### src/rtl/dds_sweep_if.sv
// dds_sweep_if: config handshake, run/abort control and DDS drive signals of the sweep sequencer
interface dds_sweep_if #(
    parameter int PHASE_W = 24,
    parameter int DWELL_W = 20
);
    logic               cfg_valid;
    logic               cfg_ready;
    logic [PHASE_W-1:0] cfg_start;
    logic [PHASE_W-1:0] cfg_stop;
    logic [PHASE_W-1:0] cfg_step;
    logic [DWELL_W-1:0] cfg_dwell;
    logic [PHASE_W-1:0] cfg_phase;
    logic               cfg_loop;
    logic               run;
    logic               abort;
    logic [PHASE_W-1:0] freq_word;
    logic [PHASE_W-1:0] phase_shift;
    logic               dds_clken;
    logic               busy;
    logic               step_strobe;
    logic               sweep_done;
    modport master (
        output cfg_valid, cfg_start, cfg_stop, cfg_step, cfg_dwell, cfg_phase, cfg_loop, run, abort,
        input  cfg_ready, freq_word, phase_shift, dds_clken, busy, step_strobe, sweep_done
    );
    modport slave (
        input  cfg_valid, cfg_start, cfg_stop, cfg_step, cfg_dwell, cfg_phase, cfg_loop, run, abort,
        output cfg_ready, freq_word, phase_shift, dds_clken, busy, step_strobe, sweep_done
    );
endinterface

### src/rtl/dds_sweep_ctrl.sv
// dds_sweep_ctrl: steps the DDS frequency word from start to stop with a per-point dwell.
// Define SWEEP_BIDIR_EN to descend back to start after the stop point (triangle sweep).
module dds_sweep_ctrl #(
    parameter int PHASE_W   = 24,
    parameter int DWELL_W   = 20,
    parameter int CLKEN_DIV = 1
) (
    input logic        clk,
    input logic        rst,
    dds_sweep_if.slave bus
);
    localparam int CW = $clog2(CLKEN_DIV + 1);
    typedef enum logic [1:0] {IDLE, DWELL, STEP, DONE} state_t;
    state_t             state;
    logic [PHASE_W-1:0] start_r, stop_r, step_r;
    logic [DWELL_W-1:0] dwell_r, cnt;
    logic               loop_r, last;
    logic [CW-1:0]      div, div_nxt;
    logic               hs, go, stop_now, up_last;
    logic [PHASE_W-1:0] start_e, stop_e, step_e;
    logic [DWELL_W-1:0] dwell_e;
    logic [PHASE_W:0]   up;
`ifdef SWEEP_BIDIR_EN
    logic               dir, dn_last;
    logic [PHASE_W:0]   dn;
`endif

    // a zero dwell still holds the point for one cycle
    function automatic logic [DWELL_W-1:0] ld(input logic [DWELL_W-1:0] d);
        return d == '0 ? '0 : d - 1'b1;
    endfunction

    always_comb begin
        hs       = bus.cfg_valid && bus.cfg_ready;
        start_e  = hs ? bus.cfg_start : start_r;
        stop_e   = hs ? bus.cfg_stop : stop_r;
        step_e   = hs ? bus.cfg_step : step_r;
        dwell_e  = hs ? bus.cfg_dwell : dwell_r;
        go       = state == IDLE && bus.run && !bus.abort;
        stop_now = state != IDLE && bus.abort;
        up       = {1'b0, bus.freq_word} + {1'b0, step_r};
        up_last  = up >= {1'b0, stop_r};
        div_nxt  = div == CW'(CLKEN_DIV - 1) ? '0 : div + 1'b1;
`ifdef SWEEP_BIDIR_EN
        dn       = {1'b0, bus.freq_word} - {1'b0, step_r};
        dn_last  = dn[PHASE_W] || dn[PHASE_W-1:0] <= start_r;
`endif
    end

    always_ff @(posedge clk) begin
        if (rst) begin
            state           <= IDLE;
            {start_r, stop_r, step_r, dwell_r, loop_r} <= '0;
            cnt             <= '0;
            last            <= 1'b0;
            div             <= '0;
            bus.cfg_ready   <= 1'b0;
            bus.freq_word   <= '0;
            bus.phase_shift <= '0;
            bus.dds_clken   <= 1'b0;
            bus.busy        <= 1'b0;
            bus.step_strobe <= 1'b0;
            bus.sweep_done  <= 1'b0;
`ifdef SWEEP_BIDIR_EN
            dir             <= 1'b0;
`endif
        end else begin
            bus.step_strobe <= 1'b0;
            bus.sweep_done  <= 1'b0;
            div             <= div_nxt;
            bus.dds_clken   <= div_nxt == '0;
            if (hs) begin
                {start_r, stop_r, step_r, dwell_r, loop_r} <=
                    {bus.cfg_start, bus.cfg_stop, bus.cfg_step, bus.cfg_dwell, bus.cfg_loop};
                bus.phase_shift <= bus.cfg_phase;
            end
            if (stop_now) begin
                state         <= IDLE;
                bus.busy      <= 1'b0;
                bus.cfg_ready <= 1'b1;
                bus.dds_clken <= 1'b0;
            end else begin
                case (state)
                    IDLE: begin
                        div           <= '0;
                        bus.dds_clken <= go;
                        bus.busy      <= go;
                        bus.cfg_ready <= !go;
                        if (go) begin
                            state           <= DWELL;
                            bus.freq_word   <= start_e;
                            bus.step_strobe <= 1'b1;
                            cnt             <= ld(dwell_e);
                            last            <= start_e >= stop_e || step_e == '0;
`ifdef SWEEP_BIDIR_EN
                            dir             <= 1'b0;
`endif
                        end
                    end
                    DWELL: begin
                        if (cnt != '0) cnt <= cnt - 1'b1;
                        else if (!last) state <= STEP;
                        else if (loop_r) begin
                            bus.freq_word   <= start_r;
                            bus.step_strobe <= 1'b1;
                            cnt             <= ld(dwell_r);
                            last            <= start_r >= stop_r || step_r == '0;
`ifdef SWEEP_BIDIR_EN
                            dir             <= 1'b0;
`endif
                        end else begin
                            state          <= DONE;
                            bus.sweep_done <= 1'b1;
                        end
                    end
                    STEP: begin
                        state           <= DWELL;
                        bus.step_strobe <= 1'b1;
                        cnt             <= ld(dwell_r);
`ifdef SWEEP_BIDIR_EN
                        if (dir) begin
                            bus.freq_word <= dn_last ? start_r : dn[PHASE_W-1:0];
                            last          <= dn_last;
                        end else begin
                            bus.freq_word <= up_last ? stop_r : up[PHASE_W-1:0];
                            dir           <= up_last;
                        end
`else
                        bus.freq_word <= up_last ? stop_r : up[PHASE_W-1:0];
                        last          <= up_last;
`endif
                    end
                    DONE: begin
                        state         <= IDLE;
                        bus.busy      <= 1'b0;
                        bus.cfg_ready <= 1'b1;
                        bus.dds_clken <= 1'b0;
                    end
                endcase
            end
        end
    end
endmodule
### src/flat_wrapper.sv
// flat-port wrapper written by rule: the top's interface ports become plain ports
module dds_sweep_ctrl_flat 
#(
    parameter int PHASE_W   = 24,
    parameter int DWELL_W   = 20,
    parameter int CLKEN_DIV = 1
)
  (clk, rst, bus_cfg_valid, bus_cfg_start, bus_cfg_stop, bus_cfg_step, bus_cfg_dwell, bus_cfg_phase, bus_cfg_loop, bus_run, bus_abort, bus_cfg_ready, bus_freq_word, bus_phase_shift, bus_dds_clken, bus_busy, bus_step_strobe, bus_sweep_done);
  dds_sweep_if #(.PHASE_W(PHASE_W), .DWELL_W(DWELL_W)) bus_i ();
  input logic clk;
  input logic rst;
  input wire logic [$bits(bus_i.cfg_valid)-1:0] bus_cfg_valid;
  input wire logic [$bits(bus_i.cfg_start)-1:0] bus_cfg_start;
  input wire logic [$bits(bus_i.cfg_stop)-1:0] bus_cfg_stop;
  input wire logic [$bits(bus_i.cfg_step)-1:0] bus_cfg_step;
  input wire logic [$bits(bus_i.cfg_dwell)-1:0] bus_cfg_dwell;
  input wire logic [$bits(bus_i.cfg_phase)-1:0] bus_cfg_phase;
  input wire logic [$bits(bus_i.cfg_loop)-1:0] bus_cfg_loop;
  input wire logic [$bits(bus_i.run)-1:0] bus_run;
  input wire logic [$bits(bus_i.abort)-1:0] bus_abort;
  output wire logic [$bits(bus_i.cfg_ready)-1:0] bus_cfg_ready;
  output wire logic [$bits(bus_i.freq_word)-1:0] bus_freq_word;
  output wire logic [$bits(bus_i.phase_shift)-1:0] bus_phase_shift;
  output wire logic [$bits(bus_i.dds_clken)-1:0] bus_dds_clken;
  output wire logic [$bits(bus_i.busy)-1:0] bus_busy;
  output wire logic [$bits(bus_i.step_strobe)-1:0] bus_step_strobe;
  output wire logic [$bits(bus_i.sweep_done)-1:0] bus_sweep_done;
  assign bus_i.cfg_valid = bus_cfg_valid;
  assign bus_i.cfg_start = bus_cfg_start;
  assign bus_i.cfg_stop = bus_cfg_stop;
  assign bus_i.cfg_step = bus_cfg_step;
  assign bus_i.cfg_dwell = bus_cfg_dwell;
  assign bus_i.cfg_phase = bus_cfg_phase;
  assign bus_i.cfg_loop = bus_cfg_loop;
  assign bus_i.run = bus_run;
  assign bus_i.abort = bus_abort;
  assign bus_cfg_ready = bus_i.cfg_ready;
  assign bus_freq_word = bus_i.freq_word;
  assign bus_phase_shift = bus_i.phase_shift;
  assign bus_dds_clken = bus_i.dds_clken;
  assign bus_busy = bus_i.busy;
  assign bus_step_strobe = bus_i.step_strobe;
  assign bus_sweep_done = bus_i.sweep_done;
  dds_sweep_ctrl #(.PHASE_W(PHASE_W), .DWELL_W(DWELL_W), .CLKEN_DIV(CLKEN_DIV)) u_core (.clk(clk), .rst(rst), .bus(bus_i));
endmodule
### config.mk
export PLATFORM = sky130hd
export DESIGN_NAME = dds_sweep_ctrl_flat
export DESIGN_NICKNAME = d
export VERILOG_FILES = /design/src/rtl/dds_sweep_if.sv /design/src/rtl/dds_sweep_ctrl.sv /design/src/flat_wrapper.sv
export SDC_FILE = /design/constraint.sdc
export NUM_CORES = 1
export LEC_CHECK = 0
export ABC_AREA = 1
export BUFFER_PORTS_ARGS = -buffer_cell sky130_fd_sc_hd__buf_4
export CELL_PAD_IN_SITES_DETAIL_PLACEMENT = 1
export CELL_PAD_IN_SITES_GLOBAL_PLACEMENT = 1
export CORE_MARGIN = 2
export CORE_UTILIZATION = 35
export CTS_BUF_LIST = sky130_fd_sc_hd__clkbuf_16
export DETAILED_ROUTE_END_ITERATION = 7
export HOLD_SLACK_MARGIN = 0.12
export PLACE_DENSITY = 0.73
export SETUP_SLACK_MARGIN = 0.1
export SLEW_MARGIN = 20
export SYNTH_ARGS = -nofsm -noshare
export SYNTH_HDL_FRONTEND = slang
export SYNTH_SLANG_ARGS = --single-unit
### constraint.sdc
create_clock -name clk -period 2.8 [get_ports clk]
set_input_delay 0.56 -clock clk [delete_from_list [all_inputs] [get_ports clk]]
set_output_delay 0.56 -clock clk [all_outputs]
set_load 0.02 [all_outputs]
; ---- Yosys cells after proc, flatten, opt, wreduce, memory -nomap -nowiden
; Index checks and enable logic that the tools add are counted.
[word_totals]
reg_bits = 170
word_cells = 102
output_inout_bits = 53
inputBits = 122
[op_classes]
eq_ne = 10
add_sub_neg = 5
mux = 40
n_lt_le_gt_ge = 3
bitwise_logic = 4
reduce_logical = 24
[ops]
columns = operator, count
row1 = $mux 24, 8
row2 = $mux 20, 7
row3 = $pmux 24 s3, 1
row4 = $pmux 20 s3, 1
row5 = $sub 20x1->20 const B, 3
row6 = $ge 24x24->1, 2
row7 = $logic_not 24->1, 2
row8 = $logic_not 20->1, 2
row9 = $add 24x24->25, 1
row10 = $ge 25x24->1, 1
row11 = $reduce_bool 20->1, 1
row12 = $mux 1, 13
row13 = $mux 2, 4
row14 = $pmux 2 s4, 1
row15 = $ne 2x1->1 const B, 3
row16 = $ne 3x1->1 const B, 2
row17 = $pmux 1 s2, 3
row18 = $pmux 1 s3, 2
row19 = $reduce_and 6->1, 1
row20 = $reduce_bool 3->1, 2
row21 = $reduce_and 5->1, 1
row22 = $reduce_or 5->1, 1
row23 = $eq 2x2->1 const B, 2
row24 = $logic_and 1x1->1, 4
row25 = other kinds (12), 18

; ---- Longest topological paths before layout
[logic_depth]
ltp_word = 6
mapped_depth = 28
ltp_nobuf = 27

; ---- Worst setup path after synthesis
; Ideal clock, no wire load.
[synth_timing]
path_type = reg2reg
startpoint = register u_core.bus.freq_word[0]
endpoint = register u_core.bus.freq_word[7]
setup_ns = 0.070
path_stages_with_launch = 25
t_required_ns = 2.730
arrival_time_ns = 3.142
setup_slack_ns = -0.412
period_less_slack_ns = 3.212
path_buffers = 1
cell_sequence = dfxtp_1 -> ha_1 -> fa_1 -> nand2_1 -> inv_1 -> nand2_1 -> nand2_1 -> nand2_1 -> nand2_1 -> a21oi_1 -> xnor2_1 -> ha_1 -> nand2_1 -> o21bai_1 -> nand2_1 -> a21oi_1 -> nand2_1 -> nand2_1 -> nand2_1 -> nor2_4 -> buf_4 -> nand3_1 -> nand3_1 -> nand2_1 -> a21oi_2
[synth_between]
elab_chain_cells = 4
[synth_lines]
columns = element, line_no
row1 = "start, declared", dds_sweep_if.sv:28  ; output cfg_ready, freq_word, phase_shift, dds_clken, busy, step_strobe, sweep_done
row2 = "start signal, assigned", dds_sweep_ctrl.sv:91  ; bus.freq_word <= start_e;
row3 = "start signal, assigned", dds_sweep_ctrl.sv:104  ; bus.freq_word <= start_r;
row4 = "start signal, assigned", dds_sweep_ctrl.sv:129  ; bus.freq_word <= up_last ? stop_r : up[PHASE_W-1:0];
row5 = $add 24x24->25 *, dds_sweep_ctrl.sv:41  ; up = {1'b0, bus.freq_word} + {1'b0, step_r};
row6 = $ge 25x24->1, dds_sweep_ctrl.sv:42  ; up_last = up >= {1'b0, stop_r};
row7 = $mux 24 *, dds_sweep_ctrl.sv:129
row8 = $pmux 24 s3 *, dds_sweep_ctrl.sv:83  ; case (state)
; Every way passes the cells marked *; elsewhere a longest branch is shown, timed or not.
; A chain may end at the register's enable or synchronous reset.

; ---- Worst setup path in the final report
[layout_timing]
startpoint = register u_core.bus.freq_word[0]
endpoint = register u_core.bus.freq_word[1]
; Same word-level chain as after synthesis.

==> summary.md <==
| Metric | Value |
|---|---|
| Worst-Margin Slew | `approximately 0.94 ns` |
| Vias in the first global route | `around 14000` |
| Sequential cell area | `0.00340 mm^2` |
| H-tree levels | `4` |
| Antenna violations before repair | `0` |
| Syn Inst Count | `about 1900` |
| Worst-path fanout max | `19` |
| Syn avg cell area | `approximately 6.5 um^2` |
| CTS Hold Bufs | `0` |
| Power Total | `0.0176 W` |
| Peak VDD IR | `0.685 mV` |
| Synth Flop Type | `dfxtp_1` |
| Clk Latency, worst-skew pair | `between 0.4 and 0.5 ns` |
| Status | `finished with violations` |
| TritonCTS Sinks | `around 170` |
| Clk pwr share | `14.9%` |
| Max Root-Sink Buffers | `2` |
| Mapped Area | `0.0123 mm^2` |
| Unrepaired setup endpoints after global routing | `true` |
| Die Wd | `approximately 190 um` |
| Via density | `a little over 5` |
| Starting DRT DRC Count | `765` |
| Fmax | `~0.29 GHz` |
| Failing checks | `negative setup slack` |
| Critical path depth in cells | `25` |
| Max Slew Vio Count | `0` |
| DIE AREA | `0.0367 mm^2` |
| Sequential area share after synthesis | `27.4%` |
| Most frequent CP cell | `nand2_2` |
| Cell family with most CP delay | `simple AND/OR/NAND/NOR gates` |
| Sw power | `roughly 0.0085 W` |
| Footprint of the multi-input gates | `about 0.008 mm^2` |
| Net Sw Frac | `48.0%` |
| Largest net degree at the start of global routing | `122` |
| Synthesis warning total | `0` |
| Seq pwr share | `between 20% and 30%` |
| CTS root buffer | `clkbuf_16` |
| Worst min path class | `in -> reg` |
| Share of cells above drive strength 1 | `27.7%` |
| Setup Crit Path Kind | `reg -> reg` |
| Hold Violations, Final | `0` |
| Async set-or-reset flop fraction in the synthesized netlist | `0%` |
| Die extent in y | `192 um` |
| Row cnt | `between 60 and 70` |
| Initial core utilization | `approximately 36%` |
| FF+latch count, synth | `169` |
| Setup crit start kind | `flop` |
| Setup ws final | `-0.706 ns` |
| Detailed Place HPWL | `roughly 40000 um` |
| CTS Buf Count | `17` |
| Core Util, Final | `48.4%` |
| Logic gate share of total power | `65.2%` |
| Min cycle time layout | `between 3 and 4 ns` |
| Pwr/cell area | `1050 mW/mm^2` |
| Internal Pwr Total | `~0.0092 W` |
| I/O Buffers | `between 150 and 200` |
| CORE AREA | `0.0346 mm^2` |
| # IOs | `175` |
| WHS Path Cells | `3` |
| Design area | `approximately 0.017 mm^2` |
| Via count | `13900` |
| EDFF count, synth | `0` |
| First-pass GRT wire length | `78100 um` |
| DRC violations left | `0` |
| CP max stage delay | `approximately 0.38 ns` |
| Mapped Nets | `between 2000 and 2500` |
| # setup viols final | `25` |
| Critical Path RT | `3.18 ns` |
| Slowest CP cell | `fa_2` |
| CTS tree | `built` |
| Worst rel slew slack | `a little under two fifths` |
| NumNets Final | `between 2000 and 2500` |
| Leak Pwr | `about 8.4 nW` |
| Clock skew | `0.0203 ns` |
| Worst reg2reg path depth | `25` |
| Max-cap viol count | `0` |
| Gr ovfl total | `0` |
| WL/cell | `about 19 um` |
| Yosys cell types | `48` |
| Filler cells | `4541` |
| Drt first pass iters | `5` |
| Hold Slack | `~0.36 ns` |
| Final critical-path share of the clock period | `125%` |
| Diodes inserted | `0` |
| Arr. time, crit path | `3.88 ns` |
| Area after DPL | `0.0156 mm^2` |
| Area Growth Syn to Fin | `36.0%` |
| Worst setup EP type | `flop` |
| Gpl congestion | `0.944` |
| Total track usage | `approximately 28%` |
| WP buf/inv | `3` |
| Worst-path clk slew | `0.08 ns` |
| Antenna-violating nets left | `0` |
| Wirelength, routed | `roughly 51000 um` |
[what timing repair did]
action	in CTS	in global routing
cloned	0	1
endpoints found under the hold margin	0	0
pin swaps	6	7
buffers inserted	5	3
setup endpoints to repair	25	45
resized for setup	36	63
[final timing paths]
check	start	endpoint	slack, ns
worst max-delay path	u_core.bus.freq_word[0]	u_core.bus.freq_word[1]	-0.71
worst min register to register	u_core.bus.phase_shift[15]	u_core.bus.phase_shift[15]	0.49
worst max register to register	u_core.bus.freq_word[0]	u_core.bus.freq_word[1]	-0.71
worst min-delay path	bus_cfg_phase[13]	u_core.bus.phase_shift[13]	0.36
[cell usage in the layout, fill, tap and decap left out, drive strengths merged]
cell	instances
ha	106
o22ai	9
dfxtp	169
o211ai	11
nand3	126
clkbuf	18
nor2	279
or2	28
a21oi	170
a211o	1
nor4	7
a21o	2
o21a	8
mux2i	4
clkinv	5
nand3b	2
and2	2
inv	233
o21ai	148
xnor2	11
xor2	42
a211oi	1
nand2	406
o21bai	5
buf	410
bufinv	3
fa	1
nand4	33
nor3	19
[cell type report]
cell class	count	area share, %
multi-input combinational	1421	48.5
inverter	226	5.08
clock buffer	17	2.54
sequential	169	20.3
clock inverter	15	1.13
timing repair buffer	411	19.1
tap	455	3.40
[through the flow]
stage / setup WS, ns / cells / setup TNS (ns)
3_5_place_dp: -0.726 / 2673 / -18.57
4_1_cts: -0.658 / 2710 / -15.28
3_3_place_gp: -0.629 / 2673 / -16.08
5_1_grt: -0.909 / 2714 / -20.81
6_report: -0.706 / 2714 / -15.61
2_1_floorplan: -0.225 / 1889 / -4.92
[synth_stat cells, types with 2 or more instances]
cell | n | area [um^2]
nor2_4 | 4 | 45.0
nand2_2 | 4 | 25.0
o21ai_0 | 123 | 616
xor2_1 | 42 | 368
clkbuf_1 | 45 | 169
nor2_2 | 10 | 62.6
nor4_1 | 7 | 43.8
nand3b_1 | 2 | 15.0
mux2i_1 | 2 | 20.0
nand4_1 | 32 | 200
a21o_1 | 2 | 15.0
inv_1 | 217 | 815
o21ai_2 | 2 | 17.5
buf_6 | 12 | 135
dfxtp_1 | 169 | 3380
nor3_1 | 19 | 95.1
a21oi_1 | 137 | 686
or2_2 | 24 | 150
inv_2 | 7 | 26.3
o21ai_1 | 23 | 115
nand3_1 | 125 | 626
nor2_1 | 265 | 995
nand2_4 | 2 | 22.5
buf_2 | 7 | 35.0
o211ai_1 | 11 | 82.6
ha_1 | 106 | 1330
and2_1 | 2 | 12.5
o21a_1 | 8 | 60.1
nand2_1 | 400 | 1500
or2_0 | 2 | 12.5
o22ai_1 | 9 | 56.3
buf_4 | 4 | 30.0
xnor2_1 | 11 | 96.3
a21oi_2 | 33 | 289
buf_1 | 5 | 18.8
o21bai_1 | 4 | 30.0
[power groups by stage]
| stage | clock [W] | combinational [W] | sequential [W] |
|---|---|---|---|
| final | 0.00262 | 0.0115 | 0.00352 |
| after global routing | 0.00277 | 0.0126 | 0.00357 |
| after CTS | 0.00266 | 0.0112 | 0.00349 |
| after detailed placement | 0 | 0.0109 | 0.00353 |
| after global placement | 0 | 0.0106 | 0.00351 |
| after floorplan | 0 | 0.00621 | 0.00362 |
[sequential cells by signal (all words and copies together), names as in the netlist, 2 cells and up]
signal / flops
u_core.bus.phase_shift: 24
u_core.bus.freq_word: 24
u_core.dwell_r: 20
u_core.step_r: 24
u_core.cnt: 20
u_core.state: 2
u_core.start_r: 24
u_core.stop_r: 24
[worst reg2reg max path: cells and delay by family (launching register included)]
family / cells / cell delay, ns
flip-flops: 1 / 0.36
AND/OR/NAND/NOR: 14 / 1.18
AO/OA/AOI/OAI: 4 / 0.45
adder cells (fa/ha/maj): 3 / 0.89
XOR/XNOR: 1 / 0.19
buffers and inverters: 3 / 0.33
[routing by layer]
layer	track usage [%]	wire length (um)
met5	0	0
met4	9.88	1560
met3	3.62	1790
met2	48.1	24900
met1	34.5	22600
[cells by family (layout without fill, tap and decap cells)]
logic type / count (synthesis) / count (layout) / share of synthesized area [%]
fa+ha+maj: 107 / 107 / 10.9
buf+inv: 299 / 669 / 10.0
xor+xnor: 53 / 53 / 3.77
simple gates: 902 / 902 / 31.2
flops: 169 / 169 / 27.4
mux: 4 / 4 / 0.457
compound gates: 355 / 355 / 16.2
Note: power is estimated with default switching activity, not from simulation.
